File: src/rtl/bp_addr_gen_bank.sv
// Backprop address generator bank: aioht/dgates, dstate rd/wr and
// d/w matrix address sequencers, each gated by its own enable.
module bp_addr_gen_bank #(
  parameter int ADDR_WIDTH   = 12,
  parameter int NUM_CELL     = 8,
  parameter int NUM_INPUT    = 53,
  parameter int TIMESTEP     = 7,
  parameter int DELTA_TIME   = 12,
  parameter int DSTATE_DELAY = 12,
  parameter int DWU_DELAY    = 2
) (
  input  logic                  clk,
  input  logic                  rst,
  input  logic                  en_delta,
  input  logic                  en_dstate,
  input  logic                  en_dwu,
  output logic [ADDR_WIDTH-1:0] o_addr_aioht,
  output logic [ADDR_WIDTH-1:0] o_addr_dgates,
  output logic [ADDR_WIDTH-1:0] o_addr_rd,
  output logic [ADDR_WIDTH-1:0] o_addr_wr,
  output logic [ADDR_WIDTH-1:0] o_addr_d,
  output logic [ADDR_WIDTH-1:0] o_addr_w
);

  localparam int CYC_W  = (DELTA_TIME > 1) ? $clog2(DELTA_TIME) : 1;
  localparam int CELL_W = (NUM_CELL > 1) ? $clog2(NUM_CELL) : 1;
  localparam int T_W    = (TIMESTEP > 1) ? $clog2(TIMESTEP) : 1;
  localparam int J_W    = (NUM_INPUT > 1) ? $clog2(NUM_INPUT) : 1;
  localparam int G_W    = (DWU_DELAY > 1) ? $clog2(DWU_DELAY) : 1;

  localparam logic [CYC_W-1:0]  CYC_MAX  = CYC_W'(DELTA_TIME - 1);
  localparam logic [CELL_W-1:0] CELL_MAX = CELL_W'(NUM_CELL - 1);
  localparam logic [T_W-1:0]    T_MAX    = T_W'(TIMESTEP - 1);
  localparam logic [J_W-1:0]    J_MAX    = J_W'(NUM_INPUT - 1);
  localparam logic [G_W-1:0]    G_MAX    = G_W'(DWU_DELAY - 1);

  localparam logic [ADDR_WIDTH-1:0] RST_ADDR =
    ADDR_WIDTH'((TIMESTEP - 1) * NUM_CELL);

  // ---------------- aioht / dgates ----------------
  logic [CYC_W-1:0]      a_cyc;
  logic [CELL_W-1:0]     a_cell;
  logic [T_W-1:0]        a_t;
  logic [ADDR_WIDTH-1:0] dgates;

  always_ff @(posedge clk) begin
    if (rst) begin
      a_cyc  <= '0;
      a_cell <= '0;
      a_t    <= T_MAX;
      dgates <= RST_ADDR;
    end else if (en_delta) begin
      if (a_cyc == CYC_MAX) begin
        a_cyc  <= '0;
        dgates <= o_addr_aioht;
        if (a_cell == CELL_MAX) begin
          a_cell <= '0;
          a_t    <= (a_t == '0) ? T_MAX : a_t - T_W'(1);
        end else begin
          a_cell <= a_cell + CELL_W'(1);
        end
      end else begin
        a_cyc <= a_cyc + CYC_W'(1);
      end
    end
  end

  assign o_addr_aioht = ADDR_WIDTH'(a_t) * ADDR_WIDTH'(NUM_CELL)
                      + ADDR_WIDTH'(a_cell);
  assign o_addr_dgates = dgates;

  // ---------------- dstate rd / wr ----------------
  logic [CYC_W-1:0]  s_cyc;
  logic [CELL_W-1:0] s_cell;

  always_ff @(posedge clk) begin
    if (rst) begin
      s_cyc  <= '0;
      s_cell <= '0;
    end else if (en_dstate) begin
      if (s_cyc == CYC_MAX) begin
        s_cyc  <= '0;
        s_cell <= (s_cell == CELL_MAX) ? '0 : s_cell + CELL_W'(1);
      end else begin
        s_cyc <= s_cyc + CYC_W'(1);
      end
    end
  end

  assign o_addr_rd = ADDR_WIDTH'(s_cell);

  // Zero-filled delay line gives wr=0 for the first DSTATE_DELAY cycles
  generate
    if (DSTATE_DELAY == 0) begin : g_no_dly
      assign o_addr_wr = o_addr_rd;
    end else begin : g_dly
      logic [ADDR_WIDTH-1:0] sr [DSTATE_DELAY];

      always_ff @(posedge clk) begin
        if (rst) begin
          for (int i = 0; i < DSTATE_DELAY; i++)
            sr[i] <= '0;
        end else if (en_dstate) begin
          sr[0] <= o_addr_rd;
          for (int i = 1; i < DSTATE_DELAY; i++)
            sr[i] <= sr[i-1];
        end
      end

      assign o_addr_wr = sr[DSTATE_DELAY-1];
    end
  endgenerate

  // ---------------- d / w matrix FSM ----------------
  typedef enum logic {ACTIVE, GAP} dwu_st_t;

  dwu_st_t           st, st_n;
  logic [CELL_W-1:0] k, k_n;
  logic [J_W-1:0]    j, j_n;
  logic [T_W-1:0]    w_t, w_t_n;
  logic [G_W-1:0]    g, g_n;
  logic              adv;

  always_ff @(posedge clk) begin
    if (rst) begin
      st  <= ACTIVE;
      k   <= '0;
      j   <= '0;
      w_t <= T_MAX;
      g   <= '0;
    end else begin
      st  <= st_n;
      k   <= k_n;
      j   <= j_n;
      w_t <= w_t_n;
      g   <= g_n;
    end
  end

  always_comb begin
    st_n  = st;
    k_n   = k;
    j_n   = j;
    w_t_n = w_t;
    g_n   = g;
    adv   = 1'b0;
    if (en_dwu) begin
      unique case (st)
        ACTIVE: begin
          if (k == CELL_MAX) begin
            if (DWU_DELAY == 0) begin
              adv = 1'b1;
            end else begin
              st_n = GAP;
              g_n  = '0;
            end
          end else begin
            k_n = k + CELL_W'(1);
          end
        end
        GAP: begin
          if (g == G_MAX) adv = 1'b1;
          else            g_n = g + G_W'(1);
        end
      endcase
    end
    // Row advance: next input column, stepping back a timestep on wrap
    if (adv) begin
      st_n = ACTIVE;
      k_n  = '0;
      if (j == J_MAX) begin
        j_n   = '0;
        w_t_n = (w_t == '0) ? T_MAX : w_t - T_W'(1);
      end else begin
        j_n = j + J_W'(1);
      end
    end
  end

  always_comb begin
    o_addr_d = ADDR_WIDTH'(w_t) * ADDR_WIDTH'(NUM_CELL)
             + ADDR_WIDTH'(k);
    o_addr_w = ADDR_WIDTH'(k) * ADDR_WIDTH'(NUM_INPUT)
             + ADDR_WIDTH'(j);
  end

endmodule

File: config.mk
export PLATFORM = sky130hd
export DESIGN_NAME = bp_addr_gen_bank
export DESIGN_NICKNAME = d
export VERILOG_FILES = /design/src/rtl/bp_addr_gen_bank.sv
export SDC_FILE = /design/constraint.sdc
export NUM_CORES = 1
export LEC_CHECK = 0
export BUFFER_PORTS_ARGS = -buffer_cell sky130_fd_sc_hd__clkbuf_2
export CAP_MARGIN = 20
export CORE_MARGIN = 3
export CORE_UTILIZATION = 59
export CTS_CLUSTER_DIAMETER = 100
export CTS_CLUSTER_SIZE = 40
export DETAILED_ROUTE_END_ITERATION = 8
export GPL_ROUTABILITY_DRIVEN = 0
export HOLD_SLACK_MARGIN = 0.08
export PLACE_DENSITY = 0.85
export SLEW_MARGIN = 25
export SYNTH_ARGS = -nofsm -noshare
export SYNTH_HDL_FRONTEND = slang
export SYNTH_SLANG_ARGS = --single-unit
File: constraint.sdc
create_clock -name clk -period 7.7 [get_ports clk]
set_input_delay 1.54 -clock clk [delete_from_list [all_inputs] [get_ports clk]]
set_output_delay 1.54 -clock clk [all_outputs]
set_load 0.02 [all_outputs]
==> results.yml <==
drt:
  drc: 0
  firstDrtPassIters: 4
  detail-route-antenna-nets: 0
  finalWirelength_um: 5790
  vias_per_cell: 5.07
  vias: 2430
  drtIter0Drc: 156
  wire_per_inst_um: 12.1
flow_run:
  maxCapViolCount: 0
die:
  start_util: 0.626
  dieHeight_um: 86.2
  rows: 28
  fp.dieW_um: 86.2
  core_um2: 6060
  fp.dieArea_um2: 7430
  io_pins: 77
pwr:
  total_power_uw: 776
  peakVddDrop_mv: 0.126
  pwr_density_cell_nw_per_um2: 192
  p_leak_nw: 1.92
cts:
  numCtsBuffers: 9
  cts_tree: "yes"
  h-tree-depth: 3
  clk_pin_slew_worst_paths_ns: 0.07
  clk-insertion-delay-late_ns: 0.33
  cts_setup_buffers: 0
  root_buffer: "clkbuf_8"
  postCtsHoldBufs: 0
  clk_path_buf_depth: 2
  cts_sinks: 73
  cts_resized: 0
yosys:
  synthesis.area_um2: 3790
  synth_edf_count: 36
  synthCells: 366
  async_flop_share: 0
  syn_avg_cell_area_um2: 10.4
  seq_area_frac_synth: 0.480
  synth_flop_cell: "dfxtp_1"
  yosys.cell_types.count: 44
  ys_ff_latch: 73
  ys_warn_count: 0
grt:
  grt_max_degree: 46
  grt-ovfl-total: 0
  grt_pass1_vias: 2231
  grt_antenna_before_repair: 0
  grt.total_usage: 0.164
  grt_pass1_wl_um: 9780
sta:
  setup_viol: 0
  clock.fmax_mhz: 220
  skew_ns: 0.00970
  hold_viol: 0
  holdWs_ns: 0.460
  tightest_slew_ns: 0.894
  slew_violations: 0
  layout_min_cycle_time_ns: 4.55
  setup-tns-final_ns: 0
  rsz0062_at_grt: "false"
  relSlewSlack: 0.404
  fin_crit_sh: 0.591
critical_path:
  critPathLaunchType: "flop"
  cp_max_fo: 7
  crit_type: "flop to output port"
  cp-end-kind: "output port"
  cp.required_ns: 6.16
  critPathArrivalTime_ns: 3.01
final_layout:
  nets: 437
  drive_above_1_share: 0.136
  area_growth_pct: 6.60
  layout_common_cells: "conb_1 (38), clkbuf_2 (38), dfxtp_1 (37)"
  antenna_cells: 0
placed_design:
  dp_hpwl_um: 4090
  numPortBuffers: 38
status:
  status: "completed"
min_path:
  min_path_type: "flop to flop"
==> worst paths after layout <==
| check | startpoint | end | slack (ns) | cells past startpoint |
|---|---|---|---|---|
| worst max-delay path | k[2]$_SDFFE_PP0P_ | o_addr_w[7] | 3.15 | 9 |
| worst max register to register | k[1]$_SDFFE_PP0P_ | k[2]$_SDFFE_PP0P_ | 5.90 | 5 |
| worst min register to register | o_addr_dgates[3]$_SDFFE_PP0P_ | o_addr_dgates[3]$_SDFFE_PP0P_ | 0.46 | 2 |
| worst min-delay path | o_addr_dgates[3]$_SDFFE_PP0P_ | o_addr_dgates[3]$_SDFFE_PP0P_ | 0.46 | 2 |
==> metrics by stage <==
step / utilization / setup slack (ns) / cell area (um2) / std cells
final: 0.667 / 3.15 / 4040 / 479
after global routing: 0.667 / 2.97 / 4040 / 479
after CTS: 0.667 / 3.13 / 4040 / 479
after detailed placement: 0.636 / 3.52 / 3860 / 463
after global placement: 0.636 / 3.63 / 3860 / 463
after floorplan: - / 3.60 / 3930 / 403
==> area by class of cell <==
class	count	area, um2
clock buffer	14	174
timing repair buffer	39	198
tap	75	93.8
sequential	73	1820
clock inverter	2	12.5
inverter	15	56.3
fill	475	2020
multi-input combinational	261	1690
==> worst max-delay path: stages (launching register included) <==
cell	delay (ns)
dfxtp_1	0.47
ha_1	0.25
xor2_1	0.18
ha_1	0.26
ha_1	0.34
nor2b_1	0.16
o31a_1	0.28
or4b_1	0.49
nand3_1	0.10
clkbuf_2	0.16
==> routing by layer <==
layer / track usage / vias to the layer above / share of wire
met3: 0.0513 / 6 / 0.059
li1: - / 1249 / -
met1: 0.203 / 1111 / 0.46
met4: 0.0524 / 0 / 0.010
met5: 0 / - / 0
met2: 0.275 / 64 / 0.48
==> cells in the mapped netlist (all sizes together) (6+ instances only) <==
master   n  area share
buf     44       0.087
dfxtp   37        0.20
edfxtp  36        0.29
ha      32        0.11
and2    30       0.049
nand2   28       0.030
a21oi   26       0.034
nor2    19       0.019
inv     15       0.015
nor2b   11       0.018
clkbuf  10      0.0099
nor3    10       0.013
o21ai    8       0.011
mux2i    7       0.018
xnor2    6       0.014
==> state kept, by name (all words and copies together), names as in the netlist, 3 cells and up <==
| signal | flops |
|---|---|
| g_dly.sr | 36 |
| s_cell | 3 |
| k | 3 |
| o_addr_dgates | 6 |
| s_cyc | 4 |
| a_cell | 3 |
| w_t | 3 |
| j | 6 |
| a_cyc | 4 |
| a_t | 3 |
==> power by group <==
group | internal (mW) | total (mW) | switching [mW]
clock network | 0.145 | 0.275 | 0.130
registers | 0.422 | 0.428 | 0.00612
logic | 0.0211 | 0.0724 | 0.0513
==> kinds of logic after synthesis <==
kind of cell               share of synthesized area
buffers and inverters                          0.112
muxes                                         0.0185
xor gates and xnor gates                      0.0231
DFF                                            0.480
adders and majority gates                      0.111
AOI/OAI and AO/OA                             0.0795
other                                       0.000989
and+or+nand+nor                                0.175
Note: power is estimated with default switching activity, not from simulation.
